File: src/rtl/opb_regbank_pkg.sv
// opb_regbank_pkg: shared types and constants for the OPB register bank.
package opb_regbank_pkg;
    localparam int REG_W = 32;
    localparam int MIN_REGS = 1;
    localparam int MAX_REGS = 64;
    localparam int IDX_W = $clog2(MAX_REGS);
    typedef enum logic [1:0] {IDLE, ACK, HOLD} state_t;
endpackage

File: src/rtl/opb_regbank_addr_dec.sv
// opb_regbank_addr_dec: window compare and register index extraction.
module opb_regbank_addr_dec import opb_regbank_pkg::*; #(
    parameter logic [31:0] C_BASEADDR = 32'h01008300,
    parameter logic [31:0] C_HIGHADDR = 32'h010083FF,
    parameter int C_NUM_REGS = 4
) (
    input  logic [0:31]      abus,
    input  logic             select,
    output logic             hit,
    output logic [IDX_W-1:0] idx,
    output logic             valid
);
    logic [31:0] addr;
    logic [31:0] off;
    logic [1:0] unused_off;
    assign addr = abus;
    assign off = addr - C_BASEADDR;
    assign unused_off = off[1:0];
    assign hit = select && addr >= C_BASEADDR && addr <= C_HIGHADDR;
    assign idx = off[IDX_W+1:2];
    // validity uses the full word offset so large windows never alias onto low registers
    assign valid = off[31:2] < 30'(C_NUM_REGS);
endmodule

File: src/rtl/opb_register_bank.sv
// opb_register_bank: OPB slave exposing C_NUM_REGS 32-bit registers with optional pulse mode.
module opb_register_bank import opb_regbank_pkg::*; #(
    parameter logic [31:0] C_BASEADDR = 32'h01008300,
    parameter logic [31:0] C_HIGHADDR = 32'h010083FF,
    parameter int C_NUM_REGS = 4,
    parameter logic [C_NUM_REGS-1:0] C_PULSE_MASK = '0,
    parameter logic [C_NUM_REGS*REG_W-1:0] C_RESET_VAL = '0
) (
    input  logic                          OPB_Clk,
    input  logic                          OPB_Rst,
    input  logic [0:31]                   OPB_ABus,
    input  logic [0:3]                    OPB_BE,
    input  logic [0:31]                   OPB_DBus,
    input  logic                          OPB_RNW,
    input  logic                          OPB_select,
    input  logic                          OPB_seqAddr,
    output logic [0:31]                   Sl_DBus,
    output logic                          Sl_xferAck,
    output logic                          Sl_errAck,
    output logic                          Sl_retry,
    output logic                          Sl_toutSup,
    output logic [C_NUM_REGS*REG_W-1:0]   user_data_out,
    output logic [C_NUM_REGS-1:0]         user_wr_stb
);
    state_t state, state_n;
    logic hit, valid, start, wr_go, rnw_q, valid_q, unused_seq;
    logic [IDX_W-1:0] idx, idx_q;
    logic [31:0] wdata, rd_data;
    logic [3:0] be;

    opb_regbank_addr_dec #(
        .C_BASEADDR(C_BASEADDR),
        .C_HIGHADDR(C_HIGHADDR),
        .C_NUM_REGS(C_NUM_REGS)
    ) u_dec (
        .abus(OPB_ABus),
        .select(OPB_select),
        .hit(hit),
        .idx(idx),
        .valid(valid)
    );

    // OPB bit 0 is the MSB, so a plain assignment lands lane BE[0] on bits 31:24
    assign wdata = OPB_DBus;
    assign be = OPB_BE;
    assign unused_seq = OPB_seqAddr;
    assign start = state == IDLE && hit;
    assign wr_go = start && !OPB_RNW && valid;

    always_comb begin
        state_n = state;
        if (state == IDLE && hit) state_n = ACK;
        else if (state == ACK) state_n = HOLD;
        else if (state == HOLD && !OPB_select) state_n = IDLE;
    end

    always_ff @(posedge OPB_Clk) begin
        if (OPB_Rst) begin
            state <= IDLE;
            user_data_out <= C_RESET_VAL;
            user_wr_stb <= '0;
            idx_q <= '0;
            rnw_q <= 1'b0;
            valid_q <= 1'b0;
        end else begin
            state <= state_n;
            if (start) begin
                idx_q <= idx;
                rnw_q <= OPB_RNW;
                valid_q <= valid;
            end
            for (int i = 0; i < C_NUM_REGS; i++) begin
                user_wr_stb[i] <= wr_go && idx == IDX_W'(i);
                if (C_PULSE_MASK[i]) user_data_out[i*REG_W +: REG_W] <= '0;
                if (wr_go && idx == IDX_W'(i))
                    for (int b = 0; b < 4; b++)
                        if (be[b]) user_data_out[i*REG_W + 8*b +: 8] <= wdata[8*b +: 8];
            end
        end
    end

    always_comb begin
        rd_data = '0;
        for (int i = 0; i < C_NUM_REGS; i++)
            if (idx_q == IDX_W'(i)) rd_data = user_data_out[i*REG_W +: REG_W];
    end

    assign Sl_xferAck = state == ACK;
    assign Sl_DBus = (state == ACK && rnw_q && valid_q) ? rd_data : '0;
    assign Sl_errAck = 1'b0;
    assign Sl_retry = 1'b0;
    assign Sl_toutSup = 1'b0;
endmodule

File: config.mk
export PLATFORM = sky130hd
export DESIGN_NAME = opb_register_bank
export DESIGN_NICKNAME = d
export VERILOG_FILES = /design/src/rtl/opb_regbank_pkg.sv /design/src/rtl/opb_regbank_addr_dec.sv /design/src/rtl/opb_register_bank.sv
export SDC_FILE = /design/constraint.sdc
export NUM_CORES = 1
export LEC_CHECK = 0
export ABC_CLOCK_PERIOD_IN_PS = 5110
export CAP_MARGIN = 30
export CORE_MARGIN = 10
export CORE_UTILIZATION = 30
export CTS_CLUSTER_DIAMETER = 150
export CTS_CLUSTER_SIZE = 10
export DETAILED_ROUTE_END_ITERATION = 16
export HOLD_SLACK_MARGIN = 0.1
export PLACE_DENSITY = 0.6
export SLEW_MARGIN = 40
export SYNTH_ARGS = -nofsm -noshare
export SYNTH_HDL_FRONTEND = slang
export SYNTH_SLANG_ARGS = --single-unit
export TNS_END_PERCENT = 1
File: constraint.sdc
create_clock -name OPB_Clk -period 5.11 [get_ports OPB_Clk]
set_input_delay 0.511 -clock OPB_Clk [delete_from_list [all_inputs] [get_ports OPB_Clk]]
set_output_delay 0.511 -clock OPB_Clk [all_outputs]
set_load 0.01 [all_outputs]
==> flow_summary.json <==
{
  "status": "completed",
  "cap_violations": 0,
  "fin_hold_ws_ps": 470,
  "cp-start-kind": "register",
  "synth-async-reset-ratio_pct": 0,
  "fp.dieW_um": 169,
  "finalWirelength_um": 22000,
  "worst-path-buf-inv": 2,
  "via_per_inst": 4.82,
  "start_util_pct": 30.5,
  "globalRouteOverflowTotal": 0,
  "setup_violations": 0,
  "hold_violations": 0,
  "drt_pass1_iterations": 5,
  "synthToLayoutAreaGrowth_pct": 47.5,
  "core-area_sq_um": 21800,
  "netlist_area_sq_um": 6660,
  "antenna_left": 0,
  "crit_type": "reg2out",
  "htree_levels": 4,
  "synth_top_area_cell": "dfxtp_1",
  "p_per_area_nw_per_um2": 259,
  "grt_first_pass_wirelength_um": 35000,
  "hpwl_um": 15800,
  "post_synth.cell_area_avg_sq_um": 10.4,
  "synth_top_cell_area_share_pct": 42.7,
  "grt_usage_pct": 15.4,
  "arrival_ps": 2680,
  "fp.dieArea_sq_um": 28500,
  "worst-path-max-fanout": 22,
  "slew_viol_final": 0,
  "rows": 54,
  "crit_path_cell_trace": "buf_4 > mux4_2 > nor2b_1 > clkdlybuf4s50_1",
  "cp-end-kind": "output port",
  "grt_max_degree": 77,
  "synth_edf_count": 0,
  "min_period_over_period_pct": 62.4,
  "critPathMaxStageDelay_ps": 680,
  "cts_tree": "done",
  "hold_class": "reg2reg",
  "fin_tns_setup_ps": 0,
  "leakagePower_nw": 3.91,
  "synth_cell_type_count": 36,
  "path_clk_slew_ps": 60,
  "antenna_found_initial": 0,
  "cts_buffer_depth": 2,
  "drt_iter0_drc": 321,
  "cp_slowest_cell": "dfxtp_4",
  "synth-seq-cells": 142,
  "drive_gt1_share_pct": 11.8,
  "yosysSeqAreaShare_pct": 42.7,
  "clock_sinks": 142,
  "fmax_mhz": 314,
  "drc": 0,
  "synth_cells": 638,
  "n_antenna_cell": 0,
  "clk_latency_ps": 410,
  "via_count": 5533,
  "ctsRootBufferMaster": "clkbuf_16",
  "post-route-min-period_ps": 3190,
  "cts_inserted_buffers": 17,
  "io_buffer_count": 234,
  "num-nets-final": 928,
  "routedWlPerCell_um": 19.1,
  "cts-hold-fix-buffers": 0,
  "die_h_um": 169,
  "rsz0062_at_grt": "no",
  "ys_warn_count": 0,
  "ys.flop_type": "dfxtp_1",
  "synth_area_leaders": "dfxtp_1 43%, mux2i_1 19%, mux4_2 11%, nand2_1 9.4%, nor2b_1 3.1%",
  "postCtsSetupRepairBufs": 0,
  "worst_pin_slew_ps": 800,
  "synth_commonest_cells": "166 x nand2_1, 142 x dfxtp_1, 128 x mux2i_1",
  "gp_congestion": 0.768,
  "cts_resized": 0,
  "synth.most_common_cell": "nand2_1",
  "required_ps": 4600,
  "critPathTopFamily": "buffers and inverters",
  "slew_headroom_pct": 46.3,
  "finalClockSkew_ps": 9.84,
  "first_global_vias": 5795,
  "io_pins": 241,
  "ir_worst_vdd_mv": 0.216
}
-- per-layer routing --
layer | GRT usage [%] | vias up | wire (um)
met3 | 6.42 | 11 | 2030
met1 | 19.1 | 2664 | 9560
met5 | 0 | - | 0
met2 | 24.1 | 168 | 10200
met4 | 4.31 | 0 | 215
li1 | - | 2690 | -
-- per-stage QoR --
| step | setup slack [ps] | cells | util, % | area, sq um | total power (W) |
|---|---|---|---|---|---|
| after floorplan | 2880 | 640 | - | 6660 | 0.00119 |
| after global placement | 1640 | 1113 | 41.9 | 9150 | 0.00126 |
| after detailed placement | 1750 | 1115 | 42.1 | 9180 | 0.00126 |
| after CTS | 1810 | 1147 | 44.9 | 9810 | 0.00258 |
| after global routing | 1720 | 1148 | 45.0 | 9820 | 0.00264 |
| final | 1920 | 1148 | 45.0 | 9820 | 0.00254 |
-- worst register-to-register path, cell delays in order, from the launching register on --
cell,delay [ps]
dfxtp_1,340
nor4b_2,300
nand4_1,310
buf_4,300
nor4_4,740
mux2i_1,260
-- kinds of logic after synthesis --
kind of cell	count (synthesis)	share of synthesized area, %
mux	160	30.1
buf+inv	52	4.53
simple gates	264	20.7
other cells	1	0.0563
flops	142	42.7
compound gates	19	1.95
-- where the power goes --
part           leakage (nW)  internal (W)  switching [W]
combinational          2.46     0.0000593      0.0000659
clock                 0.302      0.000805       0.000506
sequential             1.14       0.00111  0.00000000119
-- state kept, by name, indices dropped and copies added, names as in the netlist --
name,count
rnw_q,1
user_wr_stb,4
idx_q,6
user_data_out,128
valid_q,1
state,2
-- area by class of cell --
type / count / area [sq um]
clock buffers: 19 / 453
clock inverters: 13 / 175
fillers: 2101 / 12000
inverters: 6 / 25.0
multi-input cells: 446 / 3550
flip-flops and latches: 142 / 2850
well taps: 280 / 350
repair buffers: 242 / 2410
-- path summary, 6_finish.rpt --
path / cells after the start / to / start / slack (ps)
max: 4 / Sl_DBus[30] / idx_q[0]$_SDFFE_PP0P_ / 1920
min: 2 / rnw_q$_SDFFE_PP0P_ / rnw_q$_SDFFE_PP0P_ / 470
max reg2reg: 5 / user_data_out[31]$_SDFFE_PP0P_ / state[0]$_SDFFE_PP0P_ / 2780
min reg2reg: 2 / rnw_q$_SDFFE_PP0P_ / rnw_q$_SDFFE_PP0P_ / 470
-- placed cells by master, fill, tap and decap left out, drive strengths merged --
master,n
clkdlybuf4s50,234
nand2,166
dfxtp,142
mux2i,128
nor2b,33
mux4,32
nand4,25
clkbuf,19
nor3,14
inv,11
nor4,10
a21oi,8
buf,8
o31ai,7
nor2,5
conb,3
bufinv,3
clkinv,3
or4,3
nor4b,2
clkinvlp,2
nand3,1
and4b,1
or3,1
o21a,1
and4,1
o21ai,1
nand2b,1
or2,1
a32oi,1
o311ai,1
(Power assumes the default switching activity.)
